File: src/rtl/trace_pkg.sv
// Shared types for the retirement trace transmitter.
// - trace_kind_e : instruction class reported with each record.
// - trace_rec_t  : one retire record as stored in the FIFO and shown on the stream.
// - iss_t        : issue-stage shadow (no decode yet).
// - shadow_t     : EX/MEM/WB shadow, carrying the decode sampled at issue.
package trace_pkg;

  typedef enum logic [1:0] {
    KIND_OTHER = 2'b00,
    KIND_R     = 2'b01,
    KIND_I     = 2'b10,
    KIND_J     = 2'b11
  } trace_kind_e;

  typedef struct packed {
    logic [31:0] pc;
    logic [31:0] instr;
    trace_kind_e kind;
    logic [4:0]  rs;
    logic [4:0]  rt;
    logic [4:0]  rd;
    logic        wr_en;
    logic [4:0]  wr_addr;
    logic [31:0] wr_data;
    logic [31:0] seq;
  } trace_rec_t;

  typedef struct packed {
    logic        valid;
    logic [31:0] pc;
    logic [31:0] instr;
  } iss_t;

  typedef struct packed {
    logic        valid;
    logic [31:0] pc;
    logic [31:0] instr;
    trace_kind_e kind;
    logic [4:0]  rs;
    logic [4:0]  rt;
    logic [4:0]  rd;
  } shadow_t;

  // One-hot (or all-zero) decode to the 2-bit kind: {j|i, j|r}.
  function automatic trace_kind_e decode_kind(input logic is_r, input logic is_i,
                                              input logic is_j);
    return trace_kind_e'({is_j | is_i, is_j | is_r});
  endfunction

endpackage

File: src/rtl/retire_trace_tx_if.sv
// Retire-trace stream bundle.
// Handshake: the master raises trace_valid with a stable record and keeps both
// unchanged until a cycle where trace_ready is also high; that cycle transfers
// the record. trace_valid never depends combinationally on trace_ready.
// - master : transmitter side (drives valid + record, samples ready).
// - slave  : consumer side.
interface retire_trace_tx_if;
  logic        trace_valid;
  logic        trace_ready;
  logic [31:0] trace_pc;
  logic [31:0] trace_instr;
  logic [1:0]  trace_kind;
  logic [4:0]  trace_rs;
  logic [4:0]  trace_rt;
  logic [4:0]  trace_rd;
  logic        trace_wr_en;
  logic [4:0]  trace_wr_addr;
  logic [31:0] trace_wr_data;
  logic [31:0] trace_seq;

  modport master (
    output trace_valid, trace_pc, trace_instr, trace_kind, trace_rs, trace_rt,
           trace_rd, trace_wr_en, trace_wr_addr, trace_wr_data, trace_seq,
    input  trace_ready
  );

  modport slave (
    input  trace_valid, trace_pc, trace_instr, trace_kind, trace_rs, trace_rt,
           trace_rd, trace_wr_en, trace_wr_addr, trace_wr_data, trace_seq,
    output trace_ready
  );
endinterface

File: src/rtl/trace_fifo.sv
// Synchronous FIFO of retire records.
// Ports: clk, reset (sync, active-low; also clears storage), push_i/push_data_i,
// pop_i, full_o, empty_o, head_o (oldest entry, read straight from flops).
// A push while full is accepted only when a pop happens in the same cycle.
module trace_fifo
  import trace_pkg::*;
#(
  parameter int DEPTH = 8
) (
  input  logic       clk,
  input  logic       reset,
  input  logic       push_i,
  input  trace_rec_t push_data_i,
  input  logic       pop_i,
  output logic       full_o,
  output logic       empty_o,
  output trace_rec_t head_o
);

  localparam int AW = $clog2(DEPTH);
  localparam logic [AW:0] PTR_ONE = {{AW{1'b0}}, 1'b1};

  // Pointers carry one extra wrap bit to tell full from empty.
  logic [AW:0] wr_ptr_q, wr_ptr_d;
  logic [AW:0] rd_ptr_q, rd_ptr_d;
  trace_rec_t  mem_q [DEPTH];
  logic        do_push;
  logic        do_pop;

  assign empty_o = (wr_ptr_q == rd_ptr_q);
  assign full_o  = (wr_ptr_q[AW] != rd_ptr_q[AW]) &&
                   (wr_ptr_q[AW-1:0] == rd_ptr_q[AW-1:0]);
  assign do_pop  = pop_i & ~empty_o;
  assign do_push = push_i & (~full_o | do_pop);
  assign head_o  = mem_q[rd_ptr_q[AW-1:0]];

  always_comb begin
    wr_ptr_d = wr_ptr_q;
    rd_ptr_d = rd_ptr_q;
    if (do_push) wr_ptr_d = wr_ptr_q + PTR_ONE;
    if (do_pop)  rd_ptr_d = rd_ptr_q + PTR_ONE;
  end

  always_ff @(posedge clk) begin
    if (!reset) begin
      wr_ptr_q <= '0;
      rd_ptr_q <= '0;
      for (int i = 0; i < DEPTH; i++) mem_q[i] <= '0;
    end else begin
      wr_ptr_q <= wr_ptr_d;
      rd_ptr_q <= rd_ptr_d;
      if (do_push) mem_q[wr_ptr_q[AW-1:0]] <= push_data_i;
    end
  end

endmodule

File: src/rtl/retire_trace_tx.sv
// Retirement trace transmitter: shadows fetched instructions through ISS, EX,
// MEM and WB, forms one record per retirement, queues it and streams it out.
// Ports: clk, reset (sync, active-low); fetch_valid/pc_fetch/instr_fetch;
// is_{r,i,j}_type_iss and rs/rt/rd_iss (issue decode); pipe_stall; flush_iss;
// reg_wr_wb/wr_addr_wb/wr_data_wb (write-back); trace (record stream, master);
// drop_cnt (saturating count of records lost on a full FIFO).
module retire_trace_tx
  import trace_pkg::*;
#(
  parameter int FIFO_DEPTH = 8,
  parameter int CNT_W      = 16
) (
  input  logic              clk,
  input  logic              reset,
  input  logic              fetch_valid,
  input  logic [31:0]       pc_fetch,
  input  logic [31:0]       instr_fetch,
  input  logic              is_r_type_iss,
  input  logic              is_i_type_iss,
  input  logic              is_j_type_iss,
  input  logic [4:0]        rs_iss,
  input  logic [4:0]        rt_iss,
  input  logic [4:0]        rd_iss,
  input  logic              pipe_stall,
  input  logic              flush_iss,
  input  logic              reg_wr_wb,
  input  logic [4:0]        wr_addr_wb,
  input  logic [31:0]       wr_data_wb,
  retire_trace_tx_if.master trace,
  output logic [CNT_W-1:0]  drop_cnt
);

  iss_t       iss_q, iss_d;
  shadow_t    ex_q, ex_d, mem_q, mem_d, wb_q, wb_d;
  logic [31:0]      seq_q, seq_d;
  logic [CNT_W-1:0] drop_q, drop_d;

  trace_rec_t rec;
  trace_rec_t head;
  logic       retire;
  logic       fifo_full;
  logic       fifo_empty;
  logic       pop;
  logic       push;
  logic       drop;

  // Shadow pipeline advance; a stall freezes everything, including the flush.
  always_comb begin
    iss_d = iss_q;
    ex_d  = ex_q;
    mem_d = mem_q;
    wb_d  = wb_q;
    if (!pipe_stall) begin
      iss_d.valid = fetch_valid & ~flush_iss;
      iss_d.pc    = pc_fetch;
      iss_d.instr = instr_fetch;
      ex_d.valid  = iss_q.valid & ~flush_iss;
      ex_d.pc     = iss_q.pc;
      ex_d.instr  = iss_q.instr;
      ex_d.kind   = decode_kind(is_r_type_iss, is_i_type_iss, is_j_type_iss);
      ex_d.rs     = rs_iss;
      ex_d.rt     = rt_iss;
      ex_d.rd     = rd_iss;
      mem_d       = ex_q;
      wb_d        = mem_q;
    end
  end

  assign retire = wb_q.valid & ~pipe_stall;
  // The pop is decided from registered FIFO state, so ready never feeds valid.
  assign pop    = ~fifo_empty & trace.trace_ready;
  assign push   = retire & (~fifo_full | pop);
  assign drop   = retire & fifo_full & ~pop;

  always_comb begin
    rec         = '0;
    rec.pc      = wb_q.pc;
    rec.instr   = wb_q.instr;
    rec.kind    = wb_q.kind;
    rec.rs      = wb_q.rs;
    rec.rt      = wb_q.rt;
    rec.rd      = wb_q.rd;
    rec.wr_en   = reg_wr_wb & (wr_addr_wb != 5'd0);
    rec.wr_addr = wr_addr_wb;
    rec.wr_data = wr_data_wb;
    rec.seq     = seq_q;
  end

  // Sequence advances on every retirement, kept or dropped, so gaps are visible.
  always_comb begin
    seq_d  = retire ? seq_q + 32'd1 : seq_q;
    drop_d = (drop && !(&drop_q)) ? drop_q + CNT_W'(1) : drop_q;
  end

  always_ff @(posedge clk) begin
    if (!reset) begin
      iss_q  <= '0;
      ex_q   <= '0;
      mem_q  <= '0;
      wb_q   <= '0;
      seq_q  <= '0;
      drop_q <= '0;
    end else begin
      iss_q  <= iss_d;
      ex_q   <= ex_d;
      mem_q  <= mem_d;
      wb_q   <= wb_d;
      seq_q  <= seq_d;
      drop_q <= drop_d;
    end
  end

  trace_fifo #(.DEPTH(FIFO_DEPTH)) u_fifo (
    .clk         (clk),
    .reset       (reset),
    .push_i      (push),
    .push_data_i (rec),
    .pop_i       (pop),
    .full_o      (fifo_full),
    .empty_o     (fifo_empty),
    .head_o      (head)
  );

  assign trace.trace_valid   = ~fifo_empty;
  assign trace.trace_pc      = head.pc;
  assign trace.trace_instr   = head.instr;
  assign trace.trace_kind    = head.kind;
  assign trace.trace_rs      = head.rs;
  assign trace.trace_rt      = head.rt;
  assign trace.trace_rd      = head.rd;
  assign trace.trace_wr_en   = head.wr_en;
  assign trace.trace_wr_addr = head.wr_addr;
  assign trace.trace_wr_data = head.wr_data;
  assign trace.trace_seq     = head.seq;
  assign drop_cnt            = drop_q;

endmodule

File: src/flat_wrapper.sv
// flat-port wrapper written by rule: the top's interface ports become plain ports
module retire_trace_tx_flat import trace_pkg::*;
#(
  parameter int FIFO_DEPTH = 8,
  parameter int CNT_W      = 16
)
  (clk, reset, fetch_valid, pc_fetch, instr_fetch, is_r_type_iss, is_i_type_iss, is_j_type_iss, rs_iss, rt_iss, rd_iss, pipe_stall, flush_iss, reg_wr_wb, wr_addr_wb, wr_data_wb, drop_cnt, trace_trace_valid, trace_trace_pc, trace_trace_instr, trace_trace_kind, trace_trace_rs, trace_trace_rt, trace_trace_rd, trace_trace_wr_en, trace_trace_wr_addr, trace_trace_wr_data, trace_trace_seq, trace_trace_ready);
  retire_trace_tx_if trace_i ();
  input  logic clk;
  input  logic reset;
  input  logic fetch_valid;
  input  logic [31:0] pc_fetch;
  input  logic [31:0] instr_fetch;
  input  logic is_r_type_iss;
  input  logic is_i_type_iss;
  input  logic is_j_type_iss;
  input  logic [4:0] rs_iss;
  input  logic [4:0] rt_iss;
  input  logic [4:0] rd_iss;
  input  logic pipe_stall;
  input  logic flush_iss;
  input  logic reg_wr_wb;
  input  logic [4:0] wr_addr_wb;
  input  logic [31:0] wr_data_wb;
  output logic [CNT_W-1:0] drop_cnt;
  output wire logic [$bits(trace_i.trace_valid)-1:0] trace_trace_valid;
  output wire logic [$bits(trace_i.trace_pc)-1:0] trace_trace_pc;
  output wire logic [$bits(trace_i.trace_instr)-1:0] trace_trace_instr;
  output wire logic [$bits(trace_i.trace_kind)-1:0] trace_trace_kind;
  output wire logic [$bits(trace_i.trace_rs)-1:0] trace_trace_rs;
  output wire logic [$bits(trace_i.trace_rt)-1:0] trace_trace_rt;
  output wire logic [$bits(trace_i.trace_rd)-1:0] trace_trace_rd;
  output wire logic [$bits(trace_i.trace_wr_en)-1:0] trace_trace_wr_en;
  output wire logic [$bits(trace_i.trace_wr_addr)-1:0] trace_trace_wr_addr;
  output wire logic [$bits(trace_i.trace_wr_data)-1:0] trace_trace_wr_data;
  output wire logic [$bits(trace_i.trace_seq)-1:0] trace_trace_seq;
  input wire logic [$bits(trace_i.trace_ready)-1:0] trace_trace_ready;
  assign trace_trace_valid = trace_i.trace_valid;
  assign trace_trace_pc = trace_i.trace_pc;
  assign trace_trace_instr = trace_i.trace_instr;
  assign trace_trace_kind = trace_i.trace_kind;
  assign trace_trace_rs = trace_i.trace_rs;
  assign trace_trace_rt = trace_i.trace_rt;
  assign trace_trace_rd = trace_i.trace_rd;
  assign trace_trace_wr_en = trace_i.trace_wr_en;
  assign trace_trace_wr_addr = trace_i.trace_wr_addr;
  assign trace_trace_wr_data = trace_i.trace_wr_data;
  assign trace_trace_seq = trace_i.trace_seq;
  assign trace_i.trace_ready = trace_trace_ready;
  retire_trace_tx #(.FIFO_DEPTH(FIFO_DEPTH), .CNT_W(CNT_W)) u_core (.clk(clk), .reset(reset), .fetch_valid(fetch_valid), .pc_fetch(pc_fetch), .instr_fetch(instr_fetch), .is_r_type_iss(is_r_type_iss), .is_i_type_iss(is_i_type_iss), .is_j_type_iss(is_j_type_iss), .rs_iss(rs_iss), .rt_iss(rt_iss), .rd_iss(rd_iss), .pipe_stall(pipe_stall), .flush_iss(flush_iss), .reg_wr_wb(reg_wr_wb), .wr_addr_wb(wr_addr_wb), .wr_data_wb(wr_data_wb), .trace(trace_i), .drop_cnt(drop_cnt));
endmodule
File: config.mk
export PLATFORM = sky130hd
export DESIGN_NAME = retire_trace_tx_flat
export DESIGN_NICKNAME = d
export VERILOG_FILES = /design/src/rtl/trace_pkg.sv /design/src/rtl/retire_trace_tx_if.sv /design/src/rtl/trace_fifo.sv /design/src/rtl/retire_trace_tx.sv /design/src/flat_wrapper.sv
export SDC_FILE = /design/constraint.sdc
export NUM_CORES = 2
export LEC_CHECK = 0
export ABC_AREA = 1
export CORE_ASPECT_RATIO = 0.5
export CORE_MARGIN = 8
export CORE_UTILIZATION = 43
export CTS_CLUSTER_SIZE = 8
export DETAILED_ROUTE_END_ITERATION = 10
export SLEW_MARGIN = 0
export SYNTH_ARGS = -nofsm -noshare
export SYNTH_HDL_FRONTEND = slang
export SYNTH_SLANG_ARGS = --single-unit
File: constraint.sdc
create_clock -name clk -period 8.03 [get_ports clk]
set_input_delay 1.606 -clock clk [delete_from_list [all_inputs] [get_ports clk]]
set_output_delay 1.606 -clock clk [all_outputs]
set_load 0.005 [all_outputs]
Word level (Yosys, flattened, before mapping)
Memory sizes are Yosys's and may differ from the RTL's. A register that Yosys moved wholly into a read port is not among the register bits.
Cells that the tools add are included.
Storage, ports and cells
  word-level logic and storage cells: 70
  flip-flop bits (word level): 367
  memory bits (writable): 1208
  memories kept: 1
Operators by class
  mux-type cells: 9
  bitwise gates (word level): 19
  reductions and logical operators: 6
  eq/ne operators: 3
  add/sub/neg operators: 4
Memories
  u_core.u_fifo.mem_q: depth 8, bits a word 151, read ports 1, clocked after memory_dff 1, write ports 8, RTL line trace_fifo.sv:26  | trace_rec_t mem_q [DEPTH];
Operators with widths (count)
  two-way mux 151 bit: 1
  OR reduction 151 bit: 1
  adder 32 x 1 -> 32 bit, second input constant: 1
  adder 16 x 1 -> 16 bit, second input constant: 1
  AND reduction 16 bit: 1
  AND 1 bit: 10
  two-way mux 3 bit: 3
  adder 4 x 1 -> 4 bit, second input constant: 2
  two-way mux 1 bit: 5
  NOT 1 bit: 5
  nonzero test 5 bit: 1
  == test 4 bit: 1
  OR 1 bit: 4
  == test 3 bit: 1
  logical AND 1 bit: 2
  zero test 1 bit: 1
  inequality test 1 bit: 1

Logic depth before layout (Yosys ltp)
  depth in word-level cells: 11
  depth in mapped cells: 12
  gate-level depth less buffers: 11

By module
A second synthesis with hierarchy kept.
Unflattened totals
  cells, all modules: 6768
  area total of the unflattened synthesis: 66089.6 sq um
By module, submodules not included
  trace_fifo: instances 1, cells each 4996, area each 52860.7 sq um, sequential area each 36495.0 sq um
  retire_trace_tx: instances 1, cells each 1772, area each 13228.9 sq um, sequential area each 7186.9 sq um

Worst setup path before layout
Ideal clock, no wire load.
  kind: input port to flip-flop
  start: input port pipe_stall
  end: memory u_core.u_fifo.mem_q[2][0] (netlist name) (enable)
  buffers on the path: 3
  setup time: 517 ps
  arrival: 6032 ps
  setup slack: 1481 ps
  cell stages on the path: 10
  cells stage by stage: clkbuf_1 inv_2 nand2_1 inv_2 nand2_2 nor2_8 nand3_2 buf_2 buf_4 nand2_1
RTL lines
  start, declared: RTL line flat_wrapper.sv:20  | input logic pipe_stall;
  end, declared: RTL line trace_fifo.sv:26

==> flow_metrics.env <==
export IMPL_crit_path_top_delay_cell="dfxtp_4"
export IMPL_drv_cap=0
export IMPL_cts_root_buffer_cell="clkbuf_16"
export IMPL_postCtsSetupRepairBufs=0
export IMPL_routedWlPerCell_um=20.4
export IMPL_grt_pass1_vias=46036
export IMPL_timing_final_hold_violations=0
export IMPL_dieHeight_um=292
export IMPL_arrival_ps=4520
export IMPL_floorplan_core_area_um2=152000
export IMPL_tightestPinTransition_ps=1350
export IMPL_worst_path_max_fanout=80
export IMPL_detailroute_via_count=47795
export IMPL_post_cts_resize_count=0
export IMPL_critical_path_buf_inv_count=3
export IMPL_clkTransAtPathRegs_ps=50
export IMPL_pwr_per_cell_area_nw_per_um2=264
export IMPL_synth_ff_latch_count=1578
export IMPL_yosysUniqueCellTypes=29
export IMPL_cp_top_family="buffers and inverters"
export IMPL_rsz0062_at_grt="false"
export IMPL_die_area_um2=166000
export IMPL_port_buffers=293
export IMPL_numCtsBuffers=215
export IMPL_layout_commonest_cell="nor2_1"
export IMPL_layout_min_cycle_time_ps=6120
export IMPL_setup_worst_path_start_class="flip-flop"
export IMPL_postSynthCellCount=6644
export IMPL_final_setup_viol_count=0
export IMPL_cts_hold_buffers=0
export IMPL_drc=0
export IMPL_syn_area_um2=65600
export IMPL_timing_hold_ws_ps=468
export IMPL_hold_path_class="reg -> reg"
export IMPL_floorplan_initialDensity_pct=43.3
export IMPL_first_pass_grt_wire_length_mm=277
export IMPL_fmax_ghz=0.163
export IMPL_largest_net_degree_at_the_start_of_global_routing=231
export IMPL_cp_data_required_time_ps=6420
export IMPL_clock_sinks=1578
export IMPL_yosysWarnings=0
export IMPL_clock_tree_buf_depth=3
export IMPL_dieWidth_um=568
export IMPL_detailedPlacementHpwl_mm=90.0
export IMPL_run_status="finished clean"
export IMPL_worst_skew_pair_late_latency_ps=810
export IMPL_cts_tree="done"
export IMPL_p_leak_nw=27.7
export IMPL_most_common_layout_cells="2643 x nor2_1, 1208 x edfxtp_1, 630 x o21ai_0, 566 x nand2_1, 367 x dfxtp_1"
export IMPL_grt_remaining_overflow=0
export IMPL_postLayoutCoreUtil_pct=50.2
export IMPL_crit_type="reg -> out"
export IMPL_synth_largest_type_area_fraction_pct=55.3
export IMPL_syn_to_final_growth_pct=16.0
export IMPL_critPathCaptureType="output port"
export IMPL_grt_usage_pct=21.1
export IMPL_fillers=13812
export IMPL_slew_viol_final=0
export IMPL_place_gp_congestion=0.760
export IMPL_finalCritPeriodShare_pct=76.3
export IMPL_post_drt_via_cell_ratio=5.38
export IMPL_synth_fp_nets=6774
export IMPL_initial_antenna_violation_count=1
export IMPL_vdd_drop_max_v=0.000192
export IMPL_htree_num_levels=4
export IMPL_timing_clock_skew_ps=43.2
export IMPL_finalWirelength_mm=181
export IMPL_design_portCount=294
export IMPL_detailedRoute_firstPassIterationCount=6
export IMPL_nNetsFinal=6854
export IMPL_slew_headroom_pct=10.2
export IMPL_synth_top_cells_by_area="edfxtp_1 55%, nor2_1 15%, dfxtp_1 11%, o21ai_0 4.8%, o32ai_1 4.0%"
export IMPL_antenna_violating_nets_post_route=0
export IMPL_critPathMaxStageDelay_ps=960
export IMPL_path_cells="buf_4 > buf_4 > nor2_1 > o32ai_1 > nand2_1 > nand2_1 > clkdlybuf4s50_1"
export IMPL_postSynthAreaPerCell_um2=9.88
export IMPL_placementRows=101
export IMPL_synth_top_area_cell="edfxtp_1"
export IMPL_setup_total_negative_slack_ps=0
export IMPL_drive_above_1_share_pct=4.57
export IMPL_first_iter_violations=4582
export IMPL_synth_yosys_seq_area_share_pct=66.6
[layer usage]
metal / vias up / GRT usage (%) / wire length [um] / part of all wire [%]
met4: 0 / 5.22 / 3610 / 2.0
met3: 262 / 3.38 / 10900 / 6.0
met5: - / 0 / 0 / 0
met2: 1418 / 35.1 / 85100 / 47
li1: 22762 / - / - / -
met1: 23353 / 29.1 / 81600 / 45
[area by class of cell]
type,count,area [um^2],area share (%)
clock inverters,12,206,0.271
clock buffers,353,5920,7.78
repair buffers,348,3690,4.85
flip-flops and latches,1578,43700,57.4
multi-input cells,4387,19300,25.4
diodes,2,5.00,0.00657
inverters,194,748,0.983
well taps,2008,2510,3.30
[kinds of logic (layout without fill, tap and decap cells)]
kind of cell	Yosys count	after routing	synth area share [%]
simple gates	3311	3311	19.2
flops	1578	1578	66.6
compound gates	1064	1064	9.86
buf+inv	679	907	4.14
xor+xnor	8	8	0.107
fa+ha+maj	4	4	0.0763
other cells	0	2	0
[Yosys cell counts (all sizes together)]
cell type	number
xor2	7
buf	143
nor3	24
xnor2	1
o21ai	630
clkinv	106
o32ai	302
edfxtp	1208
inv	88
nand3	44
nor2	2644
nand4	20
a21oi	127
o21a	2
a211oi	2
a31oi	1
and2	1
clkbuf	342
nand2	577
ha	4
nor4	1
dfxtp	370
[worst min-delay path, delay by kind of cell, from the launching register on]
| kind | cells | cell delay (ps) |
|---|---|---|
| AND/OR/NAND/NOR | 2 | 120 |
| flip-flops | 1 | 310 |
[sequential cells by signal, summed over array words and instances, names as in the netlist, named ones only]
| register | count |
|---|---|
| u_core.u_fifo.mem_q | 1208 |
| u_core.ex_q | 82 |
| u_core.mem_q | 82 |
| u_core.rec | 81 |
| u_core.iss_q | 65 |
| u_core.seq_q | 32 |
| u_core.drop_cnt | 16 |
| u_core.u_fifo.rd_ptr_q | 4 |
| u_core.u_fifo.wr_ptr_q | 4 |
| u_core.wb_q | 1 |
[metrics by stage]
step / power (W) / instance area (um^2) / worst slack [ps] / instances
floorplan: 0.0108 / 65600 / 1480 / 6644
detailed placement: 0.0119 / 70000 / 2030 / 8515
global route: 0.0209 / 76100 / 1590 / 8881
global placement: 0.0119 / 70000 / 2130 / 8515
finish: 0.0201 / 76100 / 1910 / 8882
CTS: 0.0203 / 76100 / 1810 / 8880
[power by group]
part           switching (W)  internal (W)
Sequential          0.000139       0.00910
Combinational        0.00154      0.000920
Clock                0.00341       0.00497
[final timing paths]
kind	end	cells past startpoint	from	slack, ps
hold reg to reg	u_core.ex_q[39]$_SDFFE_PN0N_	2	u_core.ex_q[39]$_SDFFE_PN0N_	470
setup reg to reg	u_core.u_fifo.mem_q[0][113]$_SDFFCE_PN0P_	10	u_core.u_fifo.wr_ptr_q[0]$_SDFFE_PN0P_	4160
setup / recovery	trace_trace_seq[18]	7	flip-flop	1910
hold / removal	u_core.ex_q[39]$_SDFFE_PN0N_	2	u_core.ex_q[39]$_SDFFE_PN0N_	470
(Power assumes the default switching activity.)
